File: config.mk
export PLATFORM = sky130hd
export DESIGN_NAME = spi_reg_slave
export DESIGN_NICKNAME = d
export VERILOG_FILES = /design/src/rtl/spi_pkg.sv /design/src/rtl/spi_sync_edge.sv /design/src/rtl/spi_reg_slave.sv
export SDC_FILE = /design/constraint.sdc
export NUM_CORES = 1
export LEC_CHECK = 0
export BUFFER_PORTS_ARGS = -buffer_cell sky130_fd_sc_hd__buf_2
export CAP_MARGIN = 10
export CORE_AREA = 2 2 77 79
export DETAILED_ROUTE_END_ITERATION = 12
export DIE_AREA = 0 0 79 81
export HOLD_SLACK_MARGIN = 0.03
export PLACE_DENSITY_LB_ADDON = 0.1
export SLEW_MARGIN = 20
export SYNTH_ARGS = -nofsm -noshare
export SYNTH_HDL_FRONTEND = slang
export SYNTH_SLANG_ARGS = --single-unit
File: constraint.sdc
create_clock -name clk -period 1.7 [get_ports clk]
set_input_delay 0 -clock clk [delete_from_list [all_inputs] [get_ports clk]]
set_output_delay 0 -clock clk [all_outputs]
set_load 0.005 [all_outputs]
File: src/rtl/spi_pkg.sv
`default_nettype none
// ============================================================================
//  Module   : spi_pkg
//  Purpose  : Shared types and helpers for the SPI register-port slave:
//             frame FSM state encoding, command read-bit position and
//             sample/launch edge selection from CPOL/CPHA.
//  Revision : 1.0  initial release
// ============================================================================
package spi_pkg;

   // Frame FSM states
   typedef enum logic [1:0] {
      ST_IDLE = 2'd0,
      ST_CMD  = 2'd1,
      ST_WR   = 2'd2,
      ST_RD   = 2'd3
   } frame_state_e;

   // Position of the read/write flag in the command word (its MSB)
   function automatic int cmd_rd_bit(input int data_w);
      return data_w - 1;
   endfunction

   // Data is sampled on the rising SCLK edge when CPOL equals CPHA,
   // otherwise on the falling edge; data is launched on the opposite edge.
   function automatic bit sample_on_rise(input bit cpol, input bit cpha);
      return (cpol == cpha);
   endfunction

endpackage
`default_nettype wire

File: src/rtl/spi_sync_edge.sv
`default_nettype none
// ============================================================================
//  Module   : spi_sync_edge
//  Purpose  : Multi-stage synchroniser for one asynchronous input with
//             optional registered rise/fall pulses.
//  Ports    : clk, rst_n   - system clock, async active-low reset
//             din          - asynchronous input
//             dout         - synchronised level (STAGES clk latency)
//             rise, fall   - one-cycle edge pulses (STAGES+1 clk latency),
//                            tied low when EDGE_EN = 0
//  Revision : 1.0  initial release
// ============================================================================
module spi_sync_edge #(
   parameter int STAGES  = 2,
   parameter bit RST_VAL = 1'b0,
   parameter bit EDGE_EN = 1'b1
) (
   input  logic clk,
   input  logic rst_n,
   input  logic din,
   output logic dout,
   output logic rise,
   output logic fall
);

   logic [STAGES-1:0] sync_q;
   logic [STAGES-1:0] sync_d;

   always_comb begin
      sync_d = {sync_q[STAGES-2:0], din};
   end

   // Reset to the line's idle level so no edge is reported after reset
   always_ff @(posedge clk or negedge rst_n) begin
      if (!rst_n) begin
         sync_q <= {STAGES{RST_VAL}};
      end else begin
         sync_q <= sync_d;
      end
   end

   assign dout = sync_q[STAGES-1];

   generate
      if (EDGE_EN) begin : g_edge
         logic prev_q, rise_q, fall_q;
         logic rise_d, fall_d;

         always_comb begin
            rise_d = dout & ~prev_q;
            fall_d = ~dout & prev_q;
         end

         always_ff @(posedge clk or negedge rst_n) begin
            if (!rst_n) begin
               prev_q <= RST_VAL;
               rise_q <= 1'b0;
               fall_q <= 1'b0;
            end else begin
               prev_q <= dout;
               rise_q <= rise_d;
               fall_q <= fall_d;
            end
         end

         assign rise = rise_q;
         assign fall = fall_q;
      end else begin : g_no_edge
         assign rise = 1'b0;
         assign fall = 1'b0;
      end
   endgenerate

endmodule
`default_nettype wire

File: src/rtl/spi_reg_slave.sv
`default_nettype none
// ============================================================================
//  Module   : spi_reg_slave
//  Purpose  : SPI register-port slave, all four SPI modes, oversampled in the
//             clk domain. Frame = command word (MSB 1 = read, low ADDR_W bits
//             = start address) followed by burst data words with an
//             auto-incrementing address.
//  Ports    : clk, rst_n            - system clock, async active-low reset
//             ss, sclk, mosi        - asynchronous SPI pins from the master
//             miso, miso_oe         - SPI read data and its output enable
//             addr, wdata           - register address / write data
//             write_en, read_en     - one-cycle access strobes
//             rdata                 - read data, valid one clk after read_en
//             frame_done            - pulse when ss deasserts
//             frame_err             - sticky partial-word flag
//             busy                  - frame active
//  Revision : 1.0  initial release
// ============================================================================
module spi_reg_slave
   import spi_pkg::*;
#(
   parameter int ADDR_W      = 5,
   parameter int DATA_W      = 8,
   parameter bit CPOL        = 1'b0,
   parameter bit CPHA        = 1'b0,
   parameter int SYNC_STAGES = 2
) (
   input  logic              clk,
   input  logic              rst_n,
   input  logic              ss,
   input  logic              sclk,
   input  logic              mosi,
   output logic              miso,
   output logic              miso_oe,
   output logic [ADDR_W-1:0] addr,
   output logic [DATA_W-1:0] wdata,
   output logic              write_en,
   output logic              read_en,
   input  logic [DATA_W-1:0] rdata,
   output logic              frame_done,
   output logic              frame_err,
   output logic              busy
);

   localparam int CNT_W       = (DATA_W > 2) ? $clog2(DATA_W) : 1;
   localparam int CMD_RD_BIT  = cmd_rd_bit(DATA_W);
   localparam bit SAMPLE_RISE = sample_on_rise(CPOL, CPHA);

   // ------------------------------------------------------------------
   // Input synchronisers
   // ------------------------------------------------------------------
   logic w_ss_rise, w_ss_fall, w_ss_lvl_unused;
   logic w_sclk_rise, w_sclk_fall, w_sclk_lvl_unused;
   logic w_mosi_s, w_mosi_rise_unused, w_mosi_fall_unused;

   spi_sync_edge #(.STAGES(SYNC_STAGES), .RST_VAL(1'b1), .EDGE_EN(1'b1)) u_ss_sync (
      .clk (clk), .rst_n (rst_n), .din (ss),
      .dout (w_ss_lvl_unused), .rise (w_ss_rise), .fall (w_ss_fall)
   );

   spi_sync_edge #(.STAGES(SYNC_STAGES), .RST_VAL(CPOL), .EDGE_EN(1'b1)) u_sclk_sync (
      .clk (clk), .rst_n (rst_n), .din (sclk),
      .dout (w_sclk_lvl_unused), .rise (w_sclk_rise), .fall (w_sclk_fall)
   );

   spi_sync_edge #(.STAGES(SYNC_STAGES), .RST_VAL(1'b0), .EDGE_EN(1'b0)) u_mosi_sync (
      .clk (clk), .rst_n (rst_n), .din (mosi),
      .dout (w_mosi_s), .rise (w_mosi_rise_unused), .fall (w_mosi_fall_unused)
   );

   logic w_sample, w_launch;
   assign w_sample = SAMPLE_RISE ? w_sclk_rise : w_sclk_fall;
   assign w_launch = SAMPLE_RISE ? w_sclk_fall : w_sclk_rise;

   // ------------------------------------------------------------------
   // State
   // ------------------------------------------------------------------
   frame_state_e      state_q, state_d;
   logic [CNT_W-1:0]  cnt_q, cnt_d;
   logic [DATA_W-2:0] rx_q, rx_d;
   logic [DATA_W-1:0] tx_q, tx_d;
   logic              first_q, first_d;   // next launch edge presents MSB, no shift
   logic              load_q, load_d;     // rdata is valid this cycle
   logic [ADDR_W-1:0] addr_q, addr_d;
   logic [DATA_W-1:0] wdata_q, wdata_d;
   logic              write_en_q, write_en_d;
   logic              read_en_q, read_en_d;
   logic              frame_done_q, frame_done_d;
   logic              frame_err_q, frame_err_d;
   logic              busy_q, busy_d;
   logic              miso_q, miso_d;

   logic [DATA_W-1:0] w_word;
   logic              w_last;

   assign w_word = {rx_q, w_mosi_s};
   assign w_last = (cnt_q == CNT_W'(DATA_W - 1));

   always_comb begin
      state_d      = state_q;
      cnt_d        = cnt_q;
      rx_d         = rx_q;
      tx_d         = tx_q;
      first_d      = first_q;
      load_d       = 1'b0;
      addr_d       = addr_q;
      wdata_d      = wdata_q;
      write_en_d   = 1'b0;
      read_en_d    = 1'b0;
      frame_done_d = 1'b0;
      frame_err_d  = frame_err_q;

      // Read pipeline: capture rdata the cycle after read_en, then advance.
      // A load and a launch edge never coincide given the SCLK phase minimum.
      load_d = read_en_q;
      if (load_q) begin
         tx_d    = rdata;
         first_d = 1'b1;
         addr_d  = addr_q + ADDR_W'(1);
      end else if (w_launch && (state_q == ST_RD)) begin
         // The MSB is already on miso after the load; the first launch edge
         // of a word only releases it, later ones shift.
         if (first_q) begin
            first_d = 1'b0;
         end else begin
            tx_d = {tx_q[DATA_W-2:0], 1'b0};
         end
      end

      // Write address advances once its strobe has been presented
      if (write_en_q) begin
         addr_d = addr_q + ADDR_W'(1);
      end

      // Bit sampling and word completion
      if ((state_q != ST_IDLE) && w_sample) begin
         rx_d = w_word[DATA_W-2:0];
         if (w_last) begin
            cnt_d = '0;
            case (state_q)
               ST_CMD: begin
                  addr_d = w_word[ADDR_W-1:0];
                  if (w_word[CMD_RD_BIT]) begin
                     state_d   = ST_RD;
                     read_en_d = 1'b1;
                  end else begin
                     state_d = ST_WR;
                  end
               end
               ST_WR: begin
                  wdata_d    = w_word;
                  write_en_d = 1'b1;
               end
               ST_RD: begin
                  read_en_d = 1'b1;
               end
               default: ;
            endcase
         end else begin
            cnt_d = cnt_q + CNT_W'(1);
         end
      end

      // Frame boundaries; a word completed in this same cycle is already
      // reflected in cnt_d, so it counts as whole.
      if (w_ss_rise) begin
         frame_done_d = 1'b1;
         if (cnt_d != '0) begin
            frame_err_d = 1'b1;
         end
         cnt_d   = '0;
         state_d = ST_IDLE;
         first_d = 1'b0;
      end else if (w_ss_fall) begin
         state_d     = ST_CMD;
         cnt_d       = '0;
         tx_d        = '0;
         first_d     = 1'b0;
         frame_err_d = 1'b0;
      end

      busy_d = (state_d != ST_IDLE);
      miso_d = (state_d == ST_RD) ? tx_d[DATA_W-1] : 1'b0;
   end

   always_ff @(posedge clk or negedge rst_n) begin
      if (!rst_n) begin
         state_q      <= ST_IDLE;
         cnt_q        <= '0;
         rx_q         <= '0;
         tx_q         <= '0;
         first_q      <= 1'b0;
         load_q       <= 1'b0;
         addr_q       <= '0;
         wdata_q      <= '0;
         write_en_q   <= 1'b0;
         read_en_q    <= 1'b0;
         frame_done_q <= 1'b0;
         frame_err_q  <= 1'b0;
         busy_q       <= 1'b0;
         miso_q       <= 1'b0;
      end else begin
         state_q      <= state_d;
         cnt_q        <= cnt_d;
         rx_q         <= rx_d;
         tx_q         <= tx_d;
         first_q      <= first_d;
         load_q       <= load_d;
         addr_q       <= addr_d;
         wdata_q      <= wdata_d;
         write_en_q   <= write_en_d;
         read_en_q    <= read_en_d;
         frame_done_q <= frame_done_d;
         frame_err_q  <= frame_err_d;
         busy_q       <= busy_d;
         miso_q       <= miso_d;
      end
   end

   assign miso       = miso_q;
   assign miso_oe    = busy_q;
   assign busy       = busy_q;
   assign addr       = addr_q;
   assign wdata      = wdata_q;
   assign write_en   = write_en_q;
   assign read_en    = read_en_q;
   assign frame_done = frame_done_q;
   assign frame_err  = frame_err_q;

endmodule
`default_nettype wire

==> flow_metrics.tcl, run 1 <==
set metrics [dict create \
    drtIter0Drc 21 \
    dpl-instance-area_mm2 0.00238 \
    grt_pass1_vias 1344 \
    drc 0 \
    timing.final.ws_setup_ns 0.189 \
    hold_violations 0 \
    root_buffer "clkbuf_8" \
    top_usage_layer "met2" \
    period_share 0.889 \
    hold_path_class "input pin to flip-flop" \
    grt_max_degree 30 \
    ys_seq_area_frac 0.622 \
    critPathArrivalTime_ns 1.71 \
    rsz0062_at_grt "false" \
    pin_count 33 \
    initial_utilization 0.377 \
    fin_worst_skew_ns 0.00858 \
    design.core.area_mm2 0.00568 \
    cts_tree "done" \
    final_cells 284 \
    gr-usage-met3 0.0344 \
    cts_buffer_depth 2 \
    peakVddDrop_mv 0.470 \
    wl_per_cell_um 12.8 \
    n_antenna_cell 0 \
    drt_wl_total_mm 3.64 \
    gr-usage-met2 0.200 \
    clock_latency_ns 0.29 \
    cts_sinks 53 \
    slew_headroom 0.611 \
    cp-start-kind "flip-flop" \
    avgViaCountPerCell 4.62 \
    fp.dieArea_mm2 0.00640 \
    ant_nets 0 \
    tightest_slew_ns 0.583 \
    fin_setup_tns_ns 0 \
    pre_cts_slack_ns 0.0546 \
    place_inst 265 \
    syn_to_final_growth_pct 21.0 \
    cp.required_ns 1.90 \
    crit_path_end_kind "flip-flop" \
    gp_congestion 0.714 \
    drtPass1Iterations 4 \
    fin_crit_ns 1.51 \
    fill_cells 545 \
    ys_seq_elements 53 \
    critPathMaxFanout 6 \
    leakagePower_nw 1.38 \
    overflow 0 \
    syn-instance-count 162 \
    row_count 28 \
    synth.avg_cell_area_um2 13.2 \
    clk_pin_slew_worst_paths_ns 0.08 \
    antenna_found_initial 0 \
    port_buffers 32 \
    clock.fmax_mhz 662 \
    route.vias.total 1313 \
    drv_slew 0 \
    fin_area_mm2 0.00259 \
    p_total_w 0.00230 \
    synth_nets 178 \
    grt_usage 0.124 \
    post-cts-setup-buffers 0 \
    synth_cell_types 31 \
    finalSetupViolCount 0 \
    die_h_um 81 \
    status "complete, no violations" \
    cap_violations 0 \
    syn-cell-area_mm2 0.00214 \
    hpwlAfterDp_mm 2.63 \
    powerDensity_mw_per_mm2 889 \
    grt_first_pass_wirelength_mm 6.20 \
    critPathKind "flip-flop to flip-flop" \
    met1_usage 0.162 \
    htree_num_levels 2 \
    drive_above_1_share 0.321 \
    final_nets 224 \
    ys_warn_count 0 \
    cts_buffers 5 \
    dieWidth_um 79 \
]
-- placed cells by master, fill, tap and decap left out, drive strengths merged, types with 2 or more instances in the layout --
master,instances
clkbuf,7
nor2,11
dfrtp,50
dfstp,3
nor2b,4
nand3,2
nor3,6
a21oi,13
nand4b,3
dlygate4sd3,11
nor4b,2
o21ai,10
mux2i,10
mux2,16
nand2,2
xor2,4
o31ai,2
ha,3
buf,38
inv,4
o2111ai,2
-- area by class of cell --
cell class | count | area (um2) | share of cell area
inverters | 4 | 15.0 | 0.00581
flip-flops and latches | 53 | 1330 | 0.514
clock buffers | 7 | 76.3 | 0.0295
clock inverters | 1 | 5.00 | 0.00194
multi-input cells | 95 | 738 | 0.285
well taps | 75 | 93.8 | 0.0363
repair buffers | 49 | 328 | 0.127
-- path summary, 6_finish.rpt --
kind | slack (ns) | to | from | cells after the start
max | 0.19 | miso$_DFF_PN0_ | cnt_q[0]$_DFF_PN0_ | 5
min | 0.04 | tx_q[7]$_DFF_PN0_ | rdata[7] | 3
max reg2reg | 0.19 | miso$_DFF_PN0_ | cnt_q[0]$_DFF_PN0_ | 5
min reg2reg | 0.36 | u_mosi_sync.sync_q[1]$_DFF_PN0_ | u_mosi_sync.sync_q[0]$_DFF_PN0_ | 0
max in group asynchronous | 0.91 | tx_q[0]$_DFF_PN0_ | rst_n | 3
min in group asynchronous | 0.24 | u_ss_sync.rise$_DFF_PN0_ | rst_n | 2
-- metal layers --
layer | up-vias | share of wire
met3 | 2 | 0.039
met4 | 0 | 0.0074
met5 | - | 0
li1 | 656 | -
met1 | 631 | 0.48
met2 | 24 | 0.47
-- kinds of logic after synthesis --
group                      synth area share
and+or+nand+nor                      0.0925
DFF                                   0.622
adders and majority gates            0.0176
xor gates and xnor gates             0.0164
muxes                                 0.133
AOI/OAI and AO/OA                    0.0808
buffers and inverters                0.0375
-- timing repair --
action,in CTS,in global routing
endpoints found under the hold margin,31,0
hold buffers,11,0
setup endpoints to repair,0,8
gates resized for setup,0,2
-- Yosys cell counts --
cell type / n / share of area
dfrtp_1: 50 / 0.59
nor2_1: 11 / 0.019
o21ai_0: 10 / 0.023
nor4b_1: 1 / 0.0041
nand4b_4: 1 / 0.011
xor2_1: 4 / 0.016
nor3_1: 6 / 0.014
a21boi_0: 1 / 0.0035
dfstp_2: 3 / 0.037
o31ai_1: 2 / 0.0070
nor2b_1: 4 / 0.012
nand3_1: 2 / 0.0047
mux2_2: 15 / 0.079
ha_1: 3 / 0.018
o2111a_1: 1 / 0.0053
nor4_1: 1 / 0.0029
nand2b_1: 1 / 0.0029
a21oi_1: 13 / 0.030
o2111ai_1: 2 / 0.0082
mux2i_1: 10 / 0.047
buf_6: 2 / 0.011
nand4b_2: 1 / 0.0070
inv_1: 4 / 0.0070
buf_2: 1 / 0.0023
buf_4: 3 / 0.011
a31oi_1: 1 / 0.0029
nand2_1: 2 / 0.0035
nor4b_2: 1 / 0.0070
mux2_4: 1 / 0.0070
clkbuf_1: 4 / 0.0070
nand4b_1: 1 / 0.0041
-- sequential cells by signal (all words and copies together), names as in the netlist, 2 cells and up --
name,count
state_q,2
tx_q,8
addr,5
wdata,8
u_ss_sync.sync_q,2
u_mosi_sync.sync_q,2
cnt_q,3
u_sclk_sync.sync_q,2
rx_q,7
-- worst max-delay path, stage by stage, from the launching register on --
cell and delay, ns:
dfrtp_1 0.40, ha_1 0.17, ha_2 0.25, a31oi_1 0.10, nor3_1 0.25, nor4b_2 0.26
-- power breakdown --
part / leakage, nW / switching (W) / internal [W] / total [W]
combinational: 0.636 / 0.0000793 / 0.000117 / 0.000196
sequential: 0.699 / 0.0000916 / 0.00136 / 0.00145
clock: 0.0422 / 0.000361 / 0.000289 / 0.000651
total: 1.38 / 0.000532 / 0.00177 / 0.00230
-- stage by stage --
| stage | hold WS [ns] | utilization |
|---|---|---|
| detailed placement | 0.0321 | 0.420 |
| CTS | 0.0307 | 0.454 |
| global placement | 0.0205 | 0.420 |
| floorplan | -0.296 | - |
| finish | 0.0351 | 0.456 |
| global route | 0.0502 | 0.456 |
Power figures use the tool's default switching activity.
==> run 2: changes to the inputs <==
==> constraint.sdc (replaced) <==
create_clock -name clk -period 1.7 [get_ports clk]
set_input_delay 0.51 -clock clk [delete_from_list [all_inputs] [get_ports clk]]
set_output_delay 0.51 -clock clk [all_outputs]
set_load 0.005 [all_outputs]
==> run 2 against run 1 <==
Die area did not move. Power about the same. Sequential power hardly changed. First-iteration DRC count is 100% higher. Via count about the same. Critical path depth is 1 lower. Combinational power decreased by 9.7%. Fmax shrank 2.0%. Global-route usage grew 0.38 points. Largest cell class unchanged. Largest power group unchanged.
==> flow_metrics.tcl, run 2 (synthesized netlist as in run 1, its figures left out) <==
set metrics [dict create \
    initial_utilization 0.377 \
    mostFrequentLayoutCell "dfrtp_1" \
    ant_nets 0 \
    pwr-share-seq 0.633 \
    drtIter0Drc 42 \
    cp_common_cell "ha_1" \
    timing.final.ws_setup_ns 0.158 \
    powerDensity_mw_per_mm2 926 \
    p_int_w 0.00175 \
    hold_path_class "input pin to async pin" \
    mostFrequentLayoutCells "dfrtp_1 (50), buf_2 (32), mux2_2 (15)" \
    cts_buffer_depth 2 \
    drc 0 \
    status "complete, no violations" \
    cts_tree "done" \
    drt_wl_total_mm 3.69 \
    port_buffers 32 \
    p_switching_w 0.000546 \
    gp_congestion 0.763 \
    hold_violations 0 \
    fp.dieArea_mm2 0.00640 \
    cap_violations 0 \
    syn_to_final_growth_pct 16.2 \
    tightest_slew_ns 0.368 \
    cp.required_ns 1.88 \
    crit_path_end_kind "flip-flop" \
    clk_pin_slew_worst_paths_ns 0.09 \
    finalSetupViolCount 0 \
    n_antenna_cell 0 \
    period_share 0.907 \
    grt_pass1_vias 1319 \
    row_count 28 \
    fin_crit_ns 1.54 \
    drv_slew 0 \
    slew_headroom 0.754 \
    dieWidth_um 79 \
    drive_above_1_share 0.345 \
    critPathKind "flip-flop to flip-flop" \
    swShare 0.237 \
    max_stage_delay_ns 0.41 \
    clkPwrFrac 0.290 \
    route.vias.total 1312 \
    cts_buffers 5 \
    peakVddDrop_mv 0.490 \
    post-cts-setup-buffers 0 \
    grt_first_pass_wirelength_mm 6.35 \
    fin_setup_tns_ns 0 \
    clock_latency_ns 0.29 \
    clock.fmax_mhz 649 \
    htree_num_levels 2 \
    critical-path-slowest-cell "dfrtp_1" \
    pre_cts_slack_ns 0.0644 \
    cts_sinks 53 \
    die_h_um 81 \
    fin_worst_skew_ns 0.00505 \
    cp_cell_sequence "ha_1 -> ha_1 -> nand4b_4 -> mux2_2" \
    p_total_w 0.00230 \
    design.core.area_mm2 0.00568 \
    grt_usage 0.128 \
    avgViaCountPerCell 4.77 \
    grt_max_degree 30 \
    cp-start-kind "flip-flop" \
    critPathMaxFanout 9 \
    overflow 0 \
    drtPass1Iterations 4 \
    pin_count 33 \
    antenna_found_initial 0 \
    leakagePower_nw 1.34 \
    root_buffer "clkbuf_8" \
    rsz0062_at_grt "false" \
    power_frac_comb 0.077 \
    critPathArrivalTime_ns 1.72 \
    hpwlAfterDp_mm 2.74 \
    wl_per_cell_um 13.4 \
    final_nets 215 \
]
run 2: cell types whose count changed in the layout (fill, tap and decap cells not counted):
cell	before	now
buf_4	5	8
o31ai_2	0	1
ha_2	1	0
ha_1	2	3
dlygate4sd3_1	11	0
clkinvlp_4	0	1
o31ai_1	2	1
buf_12	1	0
clkinv_2	1	0
run 2: power by group through the flow:
stage          registers (W)  clock network, W  logic [W]
2_1_floorplan        0.00144                 0   0.000122
3_3_place_gp         0.00147                 0   0.000173
3_5_place_dp         0.00148                 0   0.000179
4_1_cts              0.00145          0.000699   0.000180
5_1_grt              0.00148          0.000746   0.000204
6_report             0.00146          0.000667   0.000177
run 2: cell type report:
class / instances / area [um2]
Tap cell: 75 / 93.8
Timing Repair Buffer: 40 / 220
Clock buffer: 7 / 76.3
Fill cell: 548 / 3190
Clock inverter: 1 / 7.51
Multi-Input combinational cell: 95 / 741
Inverter: 4 / 15.0
Sequential cell: 53 / 1330
run 2: worst paths after layout:
path                                                  from                               to  slack, ns  cells past startpoint
max                                     cnt_q[0]$_DFF_PN0_             wdata[7]$_DFFE_PN0P_       0.16                      4
min                                                  rst_n                   busy$_DFF_PN0_       0.19                      2
max reg2reg                             cnt_q[0]$_DFF_PN0_             wdata[7]$_DFFE_PN0P_       0.16                      4
min reg2reg                u_mosi_sync.sync_q[0]$_DFF_PN0_  u_mosi_sync.sync_q[1]$_DFF_PN0_       0.36                      0
max in group asynchronous                            rst_n              rx_q[3]$_DFFE_PN0N_       1.21                      2
min in group clk                                        ss    u_ss_sync.sync_q[0]$_DFF_PN1_       0.31                      1
run 2: stage by stage:
step / hold WS, ns / std cells / util / area (um2)
CTS: 0.199 / 275 / 0.435 / 2470
detailed placement: 0.336 / 267 / 0.420 / 2390
global route: 0.213 / 275 / 0.438 / 2480
global placement: 0.339 / 267 / 0.420 / 2390
floorplan: 0.214 / 162 / - / 2140
finish: 0.192 / 275 / 0.438 / 2480
run 2: timing repair:
action,CTS,global route
hold buffers,0,0
endpoints found under the setup margin,0,8
resized for setup,0,2
run 2: routing by layer:
metal	GRT usage	wire, um	vias to the layer above
li1	-	-	640
met1	0.168	1710	636
met2	0.203	1750	30
met3	0.0400	166	6
met4	0.0448	55	0
met5	0	0	-
run 2: critical path: cells and delay by family (launching register included):
family / cells / cell delay [ns]
and+or+nand+nor: 1 / 0.19
DFF: 1 / 0.41
adders and majority gates: 2 / 0.47
muxes: 1 / 0.35
==> run 3: changes to the inputs <==
- CORE_AREA: 2 2 77 79 -> 2 2 82 84
- DIE_AREA: 0 0 79 81 -> 0 0 84 86
- SYNTH_HIERARCHICAL: default -> 1
==> run 3 against run 2 <==
Global-route usage decreased by 1.3 points. Wire length increased by 0.11%. Via count increased by 5.4%. Fmax increased by 0.78%. Largest power group unchanged. Non-clock buffer count decreased by 2. Final cell count increased by 7.3%. Sequential power about the same. Utilization decreased by 4.1 points. Sequential share of layout area decreased by 0.13 points. Clock skew about the same. Register-to-register slack about the same. Power increased by 0.26%.
==> flow_metrics.tcl, run 3 <==
set metrics [dict create \
    drv_slew 0 \
    die_h_um 86 \
    timing.final.ws_setup_ns 0.170 \
    grt_usage 0.115 \
    critPathMaxFanout 6 \
    cp-start-kind "flip-flop" \
    rsz0062_at_grt "false" \
    postCtsResizedCells 1 \
    port_buffers 32 \
    initial_utilization 0.336 \
    route.vias.total 1383 \
    r2r_cells 5 \
    clk_pin_slew_worst_paths_ns 0.09 \
    status "complete, no violations" \
    design.core.area_mm2 0.00628 \
    fp.dieArea_mm2 0.00722 \
    clock.fmax_mhz 654 \
    pre_cts_slack_ns -0.0287 \
    grt_max_degree 36 \
    period_share 0.900 \
    hold_path_class "input pin to async pin" \
    drc 0 \
    critPathArrivalTime_ns 1.73 \
    cts_sinks 53 \
    fin_util 0.397 \
    synth_nets 193 \
    antenna_found_initial 0 \
    synth.avg_cell_area_um2 11.9 \
    fin_setup_tns_ns 0 \
    fin_worst_skew_ns 0.00461 \
    drive_above_1_share 0.312 \
    cp.required_ns 1.90 \
    peakVddDrop_mv 0.365 \
    cts_buffer_depth 2 \
    finalSetupViolCount 0 \
    hold_buffers 0 \
    gp_congestion 0.725 \
    drtPass1Iterations 4 \
    cts_buffers 5 \
    fin_crit_ns 1.53 \
    cap_violations 0 \
    tightest_slew_ns 0.453 \
    row_count 29 \
    syn_to_final_growth_pct 17.9 \
    hpwlAfterDp_mm 2.69 \
    grt_pass1_vias 1391 \
    wl_per_cell_um 12.5 \
    fill_cells 625 \
    grt_first_pass_wirelength_mm 6.64 \
    drt_wl_total_mm 3.69 \
    drtIter0Drc 70 \
    mostFrequentLayoutCells "dfrtp_1 (50), buf_2 (32), nand2_1 (28)" \
    dieWidth_um 84 \
    ant_nets 0 \
    root_buffer "clkbuf_8" \
    syn-instance-count 177 \
    avgViaCountPerCell 4.69 \
    clock_latency_ns 0.30 \
    whs_ns 0.152 \
    htree_num_levels 2 \
    pin_count 33 \
    leakagePower_nw 1.32 \
    final_nets 233 \
    powerDensity_mw_per_mm2 926 \
    ys_warn_count 6 \
    hold_violations 0 \
    slew_headroom 0.698 \
    critPathKind "flip-flop to flip-flop" \
    mostFrequentLayoutCell "dfrtp_1" \
    n_antenna_cell 0 \
    post-cts-setup-buffers 0 \
    syn-cell-area_mm2 0.00211 \
    crit_path_end_kind "flip-flop" \
    overflow 0 \
    cts_tree "done" \
]
-- run 3: changes by cell type in the layout (fill, tap and decap cells not counted), sizes merged, moves of 3 or more --
cell   before  now
nand2       2   28
nor2       11   22
nor3        6    3
o21ai      10    4
a21oi      13    8
-- run 3: layout make-up --
type / count / area [um2] / share of cell area
Sequential cell: 53 / 1330 / 0.534
Multi-Input combinational cell: 114 / 743 / 0.298
Timing Repair Buffer: 38 / 218 / 0.0874
Tap cell: 77 / 96.3 / 0.0387
Clock buffer: 8 / 80.1 / 0.0322
Inverter: 5 / 22.5 / 0.00905
-- run 3: path summary, 6_finish.rpt --
check / start / to / slack [ns]
max in group asynchronous: rst_n / state_q[1]$_DFF_PN0_ / 1.02
max reg2reg: cnt_q[0]$_DFF_PN0_ / miso$_DFF_PN0_ / 0.17
min in group clk: ss / u_ss_sync/sync_q[0]$_DFF_PN1_ / 0.31
max: cnt_q[0]$_DFF_PN0_ / miso$_DFF_PN0_ / 0.17
min reg2reg: u_ss_sync/sync_q[0]$_DFF_PN1_ / u_ss_sync/sync_q[1]$_DFF_PN1_ / 0.36
min: rst_n / tx_q[1]$_DFF_PN0_ / 0.15
-- run 3: layer usage --
metal,vias to the layer above,global-route usage,share of wire
li1,672,-,-
met1,681,0.146,0.47
met2,24,0.187,0.48
met3,6,0.0366,0.039
met4,0,0.0396,0.013
met5,-,0,0
-- run 3: worst max-delay path, stage by stage, from the launching register on --
cell	delay [ns]
dfrtp_1	0.41
ha_1	0.17
ha_2	0.23
a31oi_1	0.09
or2_1	0.26
nor4_1	0.28
-- run 3: where the power goes --
part           switching (W)  internal, W
Sequential         0.0000903      0.00136
Clock               0.000375     0.000293
Combinational      0.0000815     0.000101
Total               0.000547      0.00176
-- run 3: metrics by stage --
| stage | instances | cell area [um2] | total power, W |
|---|---|---|---|
| 3_5_place_dp | 287 | 2400 | 0.00167 |
| 6_report | 295 | 2490 | 0.00230 |
| 2_1_floorplan | 177 | 2110 | 0.00157 |
| 3_3_place_gp | 287 | 2400 | 0.00166 |
| 5_1_grt | 295 | 2490 | 0.00245 |
| 4_1_cts | 295 | 2480 | 0.00235 |
